==> config.mk <==
export PLATFORM = sky130hd
export DESIGN_NAME = axi_bram2stream_master_flat
export DESIGN_NICKNAME = d
export VERILOG_FILES = /design/src/rtl/axi_bram2stream_master_if.sv /design/src/rtl/axi_bram2stream_master.sv /design/src/flat_wrapper.sv
export SDC_FILE = /design/constraint.sdc
export NUM_CORES = 1
export LEC_CHECK = 0
export CAP_MARGIN = 0
export CORE_MARGIN = 8
export CORE_UTILIZATION = 55
export CTS_CLUSTER_SIZE = 12
export DETAILED_ROUTE_END_ITERATION = 10
export GPL_ROUTABILITY_DRIVEN = 0
export PLACE_DENSITY = 0.79
export SLEW_MARGIN = 20
export SYNTH_ARGS = -nofsm -noshare
export SYNTH_HDL_FRONTEND = slang
export SYNTH_SLANG_ARGS = --single-unit
==> constraint.sdc <==
create_clock -name S_AXIS_ACLK -period 3.58 [get_ports S_AXIS_ACLK]
set_clock_uncertainty 0.1 [all_clocks]
set_input_delay 0.895 -clock S_AXIS_ACLK [delete_from_list [all_inputs] [get_ports S_AXIS_ACLK]]
set_output_delay 0.895 -clock S_AXIS_ACLK [all_outputs]
set_load 0.005 [all_outputs]
==> src/rtl/axi_bram2stream_master_if.sv <==
// AXI4-Stream handshake bundle between the BRAM streamer (master) and its sink (slave).
interface axi_bram2stream_master_if #(
    parameter int unsigned DATA_W = 32
);
    logic [DATA_W-1:0]   S_AXIS_TDATA;
    logic [DATA_W/8-1:0] S_AXIS_TSTRB;
    logic                S_AXIS_TLAST;
    logic                S_AXIS_TVALID;
    logic                S_AXIS_TREADY;

    modport master (
        output S_AXIS_TDATA,
        output S_AXIS_TSTRB,
        output S_AXIS_TLAST,
        output S_AXIS_TVALID,
        input  S_AXIS_TREADY
    );

    modport slave (
        input  S_AXIS_TDATA,
        input  S_AXIS_TSTRB,
        input  S_AXIS_TLAST,
        input  S_AXIS_TVALID,
        output S_AXIS_TREADY
    );
endinterface

==> src/rtl/axi_bram2stream_master.sv <==
// Streams words 0..SRC_ADDR_MAX-1 of a fixed 2-cycle-latency source memory out of an AXI4-Stream master,
// with a 4-deep FWFT FIFO absorbing backpressure and a sticky done flag after the TLAST beat.
module axi_bram2stream_master #(
    parameter int unsigned C_S_AXIS_TDATA_WIDTH = 32,
    parameter int unsigned SRC_ADDR_WIDTH       = 12,
    parameter int unsigned SRC_ADDR_MAX         = 1024
) (
    input  logic                            S_AXIS_ACLK,
    input  logic                            S_AXIS_ARESETN,
    axi_bram2stream_master_if.master        axis,
    output logic [SRC_ADDR_WIDTH-1:0]       src_addr,
    input  logic [C_S_AXIS_TDATA_WIDTH-1:0] src_data,
    input  logic                            src_ready,
    output logic                            src_enable,
    output logic                            done
);
    localparam int unsigned CNT_W      = SRC_ADDR_WIDTH + 1;
    localparam int unsigned FIFO_DEPTH = 4;
    localparam int unsigned PTR_W      = 2;
    localparam int unsigned OCC_W      = 3;

    logic [CNT_W-1:0]                rd_cnt;
    logic [CNT_W-1:0]                beat_cnt;
    logic [1:0]                      inflight;
    logic [C_S_AXIS_TDATA_WIDTH-1:0] fifo_mem [FIFO_DEPTH];
    logic [PTR_W-1:0]                wr_ptr;
    logic [PTR_W-1:0]                rd_ptr;
    logic [OCC_W-1:0]                occ;
    logic [OCC_W-1:0]                pending;
    logic                            issue;
    logic                            push;
    logic                            pop;
    logic                            tvalid;
    logic                            tlast;

    // Issue only while the FIFO is guaranteed room for everything already requested.
    always_comb begin
        tvalid  = (occ != '0);
        tlast   = tvalid && (beat_cnt == CNT_W'(SRC_ADDR_MAX - 1));
        push    = inflight[1];
        pop     = tvalid && axis.S_AXIS_TREADY;
        pending = occ + OCC_W'(inflight[0]) + OCC_W'(inflight[1]);
        issue   = S_AXIS_ARESETN && src_ready && !done
                  && (rd_cnt < CNT_W'(SRC_ADDR_MAX))
                  && (pending < OCC_W'(FIFO_DEPTH));
    end

    always_ff @(posedge S_AXIS_ACLK or negedge S_AXIS_ARESETN) begin
        if (!S_AXIS_ARESETN) begin
            rd_cnt   <= '0;
            beat_cnt <= '0;
            inflight <= '0;
            wr_ptr   <= '0;
            rd_ptr   <= '0;
            occ      <= '0;
            done     <= 1'b0;
        end else begin
            // inflight[1] marks the cycle in which src_data carries a requested word
            inflight <= {inflight[0], issue};
            if (issue) begin
                rd_cnt <= rd_cnt + CNT_W'(1);
            end
            if (push) begin
                wr_ptr <= wr_ptr + PTR_W'(1);
            end
            if (pop) begin
                rd_ptr   <= rd_ptr + PTR_W'(1);
                beat_cnt <= beat_cnt + CNT_W'(1);
            end
            case ({push, pop})
                2'b10:   occ <= occ + OCC_W'(1);
                2'b01:   occ <= occ - OCC_W'(1);
                default: occ <= occ;
            endcase
            if (pop && tlast) begin
                done <= 1'b1;
            end
        end
    end

    // FIFO storage, cleared on reset so TDATA reads zero while in reset.
    always_ff @(posedge S_AXIS_ACLK or negedge S_AXIS_ARESETN) begin
        if (!S_AXIS_ARESETN) begin
            for (int i = 0; i < int'(FIFO_DEPTH); i++) begin
                fifo_mem[i] <= '0;
            end
        end else if (push) begin
            fifo_mem[wr_ptr] <= src_data;
        end
    end

    assign src_addr           = rd_cnt[SRC_ADDR_WIDTH-1:0];
    assign src_enable         = issue;
    assign axis.S_AXIS_TDATA  = fifo_mem[rd_ptr];
    assign axis.S_AXIS_TSTRB  = '1;
    assign axis.S_AXIS_TLAST  = tlast;
    assign axis.S_AXIS_TVALID = tvalid;
endmodule

==> src/flat_wrapper.sv <==
// flat-port wrapper written by rule: the top's interface ports become plain ports
module axi_bram2stream_master_flat 
#(
    parameter int unsigned C_S_AXIS_TDATA_WIDTH = 32,
    parameter int unsigned SRC_ADDR_WIDTH       = 12,
    parameter int unsigned SRC_ADDR_MAX         = 1024
)
  (S_AXIS_ACLK, S_AXIS_ARESETN, src_addr, src_data, src_ready, src_enable, done, axis_S_AXIS_TDATA, axis_S_AXIS_TSTRB, axis_S_AXIS_TLAST, axis_S_AXIS_TVALID, axis_S_AXIS_TREADY);
  axi_bram2stream_master_if #(.DATA_W((32))) axis_i ();
  input  logic S_AXIS_ACLK;
  input  logic S_AXIS_ARESETN;
  output logic [SRC_ADDR_WIDTH-1:0] src_addr;
  input  logic [C_S_AXIS_TDATA_WIDTH-1:0] src_data;
  input  logic src_ready;
  output logic src_enable;
  output logic done;
  output wire logic [$bits(axis_i.S_AXIS_TDATA)-1:0] axis_S_AXIS_TDATA;
  output wire logic [$bits(axis_i.S_AXIS_TSTRB)-1:0] axis_S_AXIS_TSTRB;
  output wire logic [$bits(axis_i.S_AXIS_TLAST)-1:0] axis_S_AXIS_TLAST;
  output wire logic [$bits(axis_i.S_AXIS_TVALID)-1:0] axis_S_AXIS_TVALID;
  input wire logic [$bits(axis_i.S_AXIS_TREADY)-1:0] axis_S_AXIS_TREADY;
  assign axis_S_AXIS_TDATA = axis_i.S_AXIS_TDATA;
  assign axis_S_AXIS_TSTRB = axis_i.S_AXIS_TSTRB;
  assign axis_S_AXIS_TLAST = axis_i.S_AXIS_TLAST;
  assign axis_S_AXIS_TVALID = axis_i.S_AXIS_TVALID;
  assign axis_i.S_AXIS_TREADY = axis_S_AXIS_TREADY;
  axi_bram2stream_master #(.C_S_AXIS_TDATA_WIDTH(C_S_AXIS_TDATA_WIDTH), .SRC_ADDR_WIDTH(SRC_ADDR_WIDTH), .SRC_ADDR_MAX(SRC_ADDR_MAX)) u_core (.S_AXIS_ACLK(S_AXIS_ACLK), .S_AXIS_ARESETN(S_AXIS_ARESETN), .axis(axis_i), .src_addr(src_addr), .src_data(src_data), .src_ready(src_ready), .src_enable(src_enable), .done(done));
endmodule
==> results.md, run 1 <==
- IO Port Bufs: a little over 80
- Crit start category: register
- Distinct cells, synth: 39
- CTS buffer count: 17
- Row count: 42
- P_int: roughly 5.9 mW
- Grt total ovfl: 0
- DRT Pass-1 Iters: 4
- Worst-Skew Late Latency: roughly 0.42 ns
- Clock transition at path regs: about 0.06 ns
- Min-delay src: u_core.rd_cnt[12]
- RSZ-0062 raised after global routing: false
- Postcts setup bufs: 0
- Tightest Hold Check Type: reg2reg
- Layout Cells excl Fill: approximately 730
- Finish-stage setup viols: 0
- Die Height: around 130 µm
- CTS sink count: approximately 160
- Post-layout util: between 60% and 70%
- HPWL after DPL: between 9000 and 10000 µm
- Placed Cells: between 700 and 800
- Crit-path max FO: 9
- Final Hold Fails: 0
- Minimum clock period: approximately 3.4 ns
- Ys flop type: dfrtp_1
- Via density: between 5 and 6
- Final worst slack: 0.174 ns
- CTS tree: done
- Synth top cells by count: dfrtp_1 (164), mux2_2 (128), mux4_2 (32)
- Yosys warning total: 0
- Number of flops mapped to enable cells by yosys: 0
- Detailed-route wire length per cell: about 20 µm
- Crit path capture type: output port
- Max-Cap Viols: 0
- Critical Path RT: between 2 and 3 ns
- Root buffer cell: clkbuf_16
- Worst-margin pin slew: about 0.99 ns
- Initial Util: a little under three fifths
- Sw frac: 27.9%
- Number of global-route vias before repair: 4727
- Via count: between 4000 and 5000
- Top cells by area, synth: dfrtp_1 (56%), mux2_2 (20%), mux4_2 (9.8%)
- Pleak: 3.77 nW
- FF+latch area: 4110 µm²
- Nets: roughly 590
- Area share of the leading cell type in the synthesized netlist: between 50% and 60%
- Post-Syn Area: between 7000 and 8000 µm²
- Fin crit share: a little over nine tenths
- CP Data Arrival Time: ~2.4 ns
- Worst VDD drop: ~0.38 mV
- Avg Inst Size Synth: about 16 µm²
- Drt total wl: approximately 15000 µm
- DRT antenna net count: 0
- FMAX: 0.294 GHz
- Slew margin rel.: about a third
- Initial antenna violation count: 0
- Fin Setup TNS: 0 ns
- Sequential cell area fraction in the yosys report: 55.9%
- Clock share of power: between 20% and 30%
- Tot GR Track Use: between 15 and 20%
- Most numerous cell in the Yosys netlist: dfrtp_1
- CP Launch Point: u_core.inflight[1]
- First-pass GRT wire length: 24400 µm
- Die area: roughly 17000 µm²
- Fraction of layout cells with a size suffix above 1: 38.6%
- Switching Power: between 2 and 2.5 mW
- Post-route DRC: 0
- Filler cell count: ~930
- Status: finished clean
- DRT iter0 DRCs: around 200
- Worst r2r src: u_core.occ[1]
- Hold-fix buffers at CTS: 0
- Area Overhead vs Synth: 20.2%
- Clock Tree Buf Depth: 2
- Setup CP Type: reg2out
- Core box area: 13100 µm²
- Die Width: approximately 130 µm
- Multi-input gate area: about 3000 µm²
- Combinational share of power: between 30% and 40%
- Antenna cells: 0
- Pre-CTS setup slack: roughly 0.23 ns
- Asr flop ratio synth: 100%
- Largest net degree at the start of global routing: ~170
- Post-Synthesis Cells: 472
- Max-slew violation count: 0
- Hold Worst Slack: 0.274 ns
- CTS H-Tree Depth: 4
- CTS resizes: 0
- Seq pwr share: 39.7%
- I/O pins: slightly below 90
- Area leader, netlist: dfrtp_1
- Synthesized flop and latch total: about 160
- PD cells: 923 nW/µm²
## power by group through the flow
| stage | clock network [mW] | logic, mW | registers (mW) |
|---|---|---|---|
| 2_1_floorplan | 0 | 2.01 | 3.04 |
| 3_3_place_gp | 0 | 3.06 | 3.17 |
| 3_5_place_dp | 0 | 3.18 | 3.26 |
| 4_1_cts | 1.82 | 3.20 | 3.24 |
| 5_1_grt | 1.90 | 3.40 | 3.34 |
| 6_report | 1.79 | 3.12 | 3.24 |
## per-layer routing
metal | GRT usage, % | part of all wire [%] | up-vias
met5 | 0 | 0 | -
met4 | 7.85 | 1.8 | 0
met3 | 5.26 | 5.4 | 25
met2 | 28.7 | 50 | 89
met1 | 21.8 | 43 | 2180
li1 | - | - | 1824
## metrics by stage
step | power [mW] | cell area, µm²
floorplan | 5.06 | 7360
global placement | 6.23 | 8250
detailed placement | 6.44 | 8250
CTS | 8.26 | 8830
global route | 8.64 | 8830
finish | 8.15 | 8830
## final cells by class
class	instances	area share [%]
Multi-Input combinational cell	265	34.0
Tap cell	176	2.49
Clock inverter	4	0.794
Clock buffer	26	5.77
Sequential cell	164	46.5
Inverter	7	0.298
Timing Repair Buffer	89	10.1
## cells in the final DEF, fill, tap and decap left out, types with 2 or more instances in the layout
master	netlist	routed
clkbuf_1	5	4
nor3_1	5	5
clkbuf_8	0	5
buf_4	17	5
nand2_2	0	4
mux2_2	128	128
conb_1	1	4
xnor2_1	11	11
xor2_1	16	16
ha_1	8	8
inv_1	6	6
dfrtp_2	0	2
nand3_1	12	12
clkdlybuf4s50_1	0	82
mux4_2	32	32
and3_1	5	5
bufinv_16	0	2
nor2_1	5	5
nor3_4	2	2
clkbuf_16	0	17
nand2_1	16	12
dfrtp_1	164	162
clkinv_2	0	2
## registers in the layout, indices dropped and copies added (netlist names)
name	count
u_core.rd_ptr	2
u_core.wr_ptr	2
u_core.rd_cnt	13
u_core.beat_cnt	13
u_core.occ	3
u_core.fifo_mem	128
u_core.inflight	2
u_core.done	1
## worst paths after layout
path	to	slack (ns)	depth (start not counted)
setup reg to reg	u_core.occ[1]	1.25	6
hold / removal	u_core.rd_cnt[12]	0.27	0
max in group asynchronous	u_core.rd_ptr[0]	2.14	2
hold reg to reg	u_core.rd_cnt[12]	0.27	0
min in group asynchronous	u_core.fifo_mem[106]	0.49	2
setup / recovery	src_enable	0.17	5
## critical path, cell delays in order (launching register included)
cell and delay [ns]:
dfrtp_1 0.56, ha_1 0.33, a21oi_1 0.25, o2bb2ai_4 0.16, nor2_4 0.16, clkdlybuf4s50_1 0.53
## kinds of logic (layout without fill, tap and decap cells)
family                     after synthesis  in the layout  share of synthesized area, %
AOI/OAI and AO/OA                        7              7                          1.21
xor gates and xnor gates                27             27                          3.22
DFF                                    164            164                          55.9
adders and majority gates                9              9                          1.64
other                                    1              4                        0.0510
and+or+nand+nor                         56             56                          4.74
muxes                                  162            162                          29.8
buffers and inverters                   46            126                          3.51
Note: power is estimated with default switching activity, not from simulation.
==> inputs of run 2 (changes only) <==
CORE_UTILIZATION = 50   (was 55)
HOLD_SLACK_MARGIN = 0.05   (was not set)
PLACE_DENSITY = 0.76   (was 0.79)
clock period = 2.7 ns   (was 3.58 ns; I/O delays follow)
==> results.md, run 2 (synthesized netlist as in run 1, its figures left out) <==
- Grt total ovfl: 0 (unchanged)
- Failing checks: setup timing
- Area Overhead vs Synth: 23.8% (was 20.2%)
- Crit path capture type: output port (unchanged)
- Via count: 4106 (was 4118)
- Crit-path max FO: 9 (unchanged)
- Switching Power: 3.06 mW (was 2.27 mW)
- Crit start category: register (unchanged)
- DRT iter0 DRCs: 197 (was 205)
- RSZ-0062 raised after global routing: true (was false)
- Max FFs per register: 128 (unchanged)
- Core box area: 14400 µm² (was 13100 µm²)
- Final Power: 10.8 mW (was 8.15 mW)
- Most frequent cells in the layout: dfrtp_1 (160), mux2_2 (128), clkdlybuf4s50_1 (48) (was dfrtp_1 (162), mux2_2 (128), clkdlybuf4s50_1 (82))
- Regs by FF count: u_core.fifo_mem: 128 flops, u_core.beat_cnt: 13 flops, u_core.rd_cnt: 13 flops (unchanged)
- Crit path max-delay family: buffers and inverters (was flip-flops)
- CP Launch Point: u_core.rd_ptr[0] (was u_core.inflight[1])
- Row count: 44 (was 42)
- Critical path, cell by cell: buf_6 > buf_4 > mux4_2 > dlygate4sd2_1 (was ha_1 > a21oi_1 > o2bb2ai_4 > nor2_4 > clkdlybuf4s50_1)
- CTS H-Tree Depth: 4 (unchanged)
- Die Width: 137 µm (was 132 µm)
- Filler cell count: 1088 (was 934)
- Initial antenna violation count: 0 (unchanged)
- Multi-input gate area: 3030 µm² (was 3010 µm²)
- Final worst slack: -0.00865 ns (was 0.174 ns)
- Largest stage delay on the critical path: 0.48 ns (was 0.56 ns)
- P_int: 7.77 mW (was 5.88 mW)
- HPWL after DPL: 8920 µm (was 9340 µm)
- CTS buffer count: 17 (unchanged)
- Minimum clock period: 2.71 ns
- Hold-fix buffers at CTS: 0 (unchanged)
- Worst-margin pin slew: 0.877 ns (was 0.988 ns)
- Post-route DRC: 0 (unchanged)
- DRT antenna net count: 0 (unchanged)
- Worst VDD drop: 0.521 mV (was 0.377 mV)
- Final Hold Fails: 0 (unchanged)
- Min-delay src: u_core.rd_cnt[12] (unchanged)
- Clock share of power: 22.3% (was 22.0%)
- Status: finished, violations left (was finished clean)
- Detailed-route wire length per cell: 19.0 µm (was 19.9 µm)
- Max-slew violation count: 0 (unchanged)
- Die Height: 137 µm (was 132 µm)
- Commonest non-fill, non-tap cell in the layout: dfrtp_1 (unchanged)
- Post-layout util: 63.0% (was 67.2%)
- Via density: 5.38 (was 5.63)
- Clock transition at path regs: 0.06 ns (about the same)
- CTS tree: done (unchanged)
- Root buffer cell: clkbuf_16 (unchanged)
- Tightest Hold Check Type: reg2reg (unchanged)
- CP Data Arrival Time: 1.93 ns (was 2.41 ns)
- Sw frac: 28.3% (was 27.9%)
- Slowest CP cell: mux4_2 (was dfrtp_1)
- FF+latch area: 4110 µm² (about the same)
- Pre-CTS setup slack: -0.142 ns (was 0.232 ns)
- Clock Tree Buf Depth: 2 (unchanged)
- Tot GR Track Use: 16.6% (was 17.8%)
- Crit path buffers/inverters: 3 (was 1)
- PD cells: 1190 nW/µm² (was 923 nW/µm²)
- Slew margin rel.: 41.6% (was 33.9%)
- I/O pins: 88 (unchanged)
- Antenna cells: 0 (unchanged)
- Fraction of layout cells with a size suffix above 1: 42.7% (was 38.6%)
- Number of global-route vias before repair: 4576 (was 4727)
- Seq pwr share: 39.1% (was 39.7%)
- Finish-stage setup viols: 6 (was 0)
- Pleak: 4.00 nW (was 3.77 nW)
- IO Port Bufs: 83 (unchanged)
- Drt total wl: 14500 µm (was 14600 µm)
- Fin crit share: 100%
- Worst r2r src: u_core.occ[0] (was u_core.occ[1])
- Max-Cap Viols: 0 (unchanged)
- Largest register by flop count: u_core.fifo_mem (unchanged)
- DRT Pass-1 Iters: 5 (was 4)
- Nets: 611 (was 589)
- First-pass GRT wire length: 23900 µm (was 24400 µm)
- Critical Path RT: 1.92 ns (was 2.58 ns)
- Die area: 18800 µm² (was 17300 µm²)
- Largest net degree at the start of global routing: 165 (unchanged)
- FMAX: approximately 0.37 GHz
- CTS sink count: 164 (unchanged)
- Setup CP Type: reg2out (unchanged)
- Initial Util: 50.9% (was 55.9%)
- Combinational share of power: 38.6% (was 38.3%)
- Worst-Skew Late Latency: 0.42 ns (about the same)
run 2: cell types whose count changed in the layout (fill, tap and decap cells not counted), sizes merged:
cell and delta:
clkdlybuf4s15 +6, clkinvlp +2, clkdlybuf4s50 -34, buf +22, clkbuf -2, clkinv +3, dlymetal6s2s +5, dlygate4sd2 +22
run 2: per-layer routing:
layer | track usage, % | wire length [µm]
met5 | 0 | 0
met4 | 6.10 | 192
met2 | 26.7 | 6980
met1 | 20.9 | 6470
met3 | 5.03 | 852
run 2: cell type report:
type / instances / area share (%)
Clock buffer: 23 / 5.48
Inverter: 7 / 0.289
Clock inverter: 9 / 1.10
Sequential cell: 164 / 45.2
Timing Repair Buffer: 111 / 12.1
Tap cell: 184 / 2.53
Multi-Input combinational cell: 265 / 33.3
run 2: final timing paths:
check                                        end  slack [ns]  cells past startpoint
setup / recovery           axis_S_AXIS_TDATA[19]      -0.009                      4
min in group asynchronous    u_core.fifo_mem[41]        0.32                      2
max in group asynchronous    u_core.fifo_mem[61]        1.53                      2
hold / removal                 u_core.rd_cnt[12]        0.27                      0
setup reg to reg                   u_core.occ[2]        0.69                      9
hold reg to reg                u_core.rd_cnt[12]        0.27                      0
run 2: power groups by stage:
stage | Sequential (mW) | Combinational [mW] | Clock [mW]
2_1_floorplan | 4.03 | 2.67 | 0
3_3_place_gp | 4.17 | 4.22 | 0
3_5_place_dp | 4.26 | 4.34 | 0
4_1_cts | 4.23 | 4.25 | 2.46
5_1_grt | 4.38 | 4.55 | 2.58
6_report | 4.23 | 4.18 | 2.41
run 2: through the flow:
step	TNS (ns)	hold WS, ns	std cells	cell area, µm²
finish	-0.0293	0.269	763	9090
global route	-0.733	0.280	763	9090
CTS	-0.501	0.275	761	9050
detailed placement	-0.142	0.262	719	8370
global placement	-0.120	0.266	719	8370
floorplan	0	0.279	475	7360
run 2: timing repair:
action | CTS | global route
hold endpoints to repair | 0 | 0
pin swaps | 2 | 0
gates resized for setup | 40 | 12
endpoints found under the setup margin | 34 | 25
buffers inserted | 9 | 2
cloned | 1 | 1
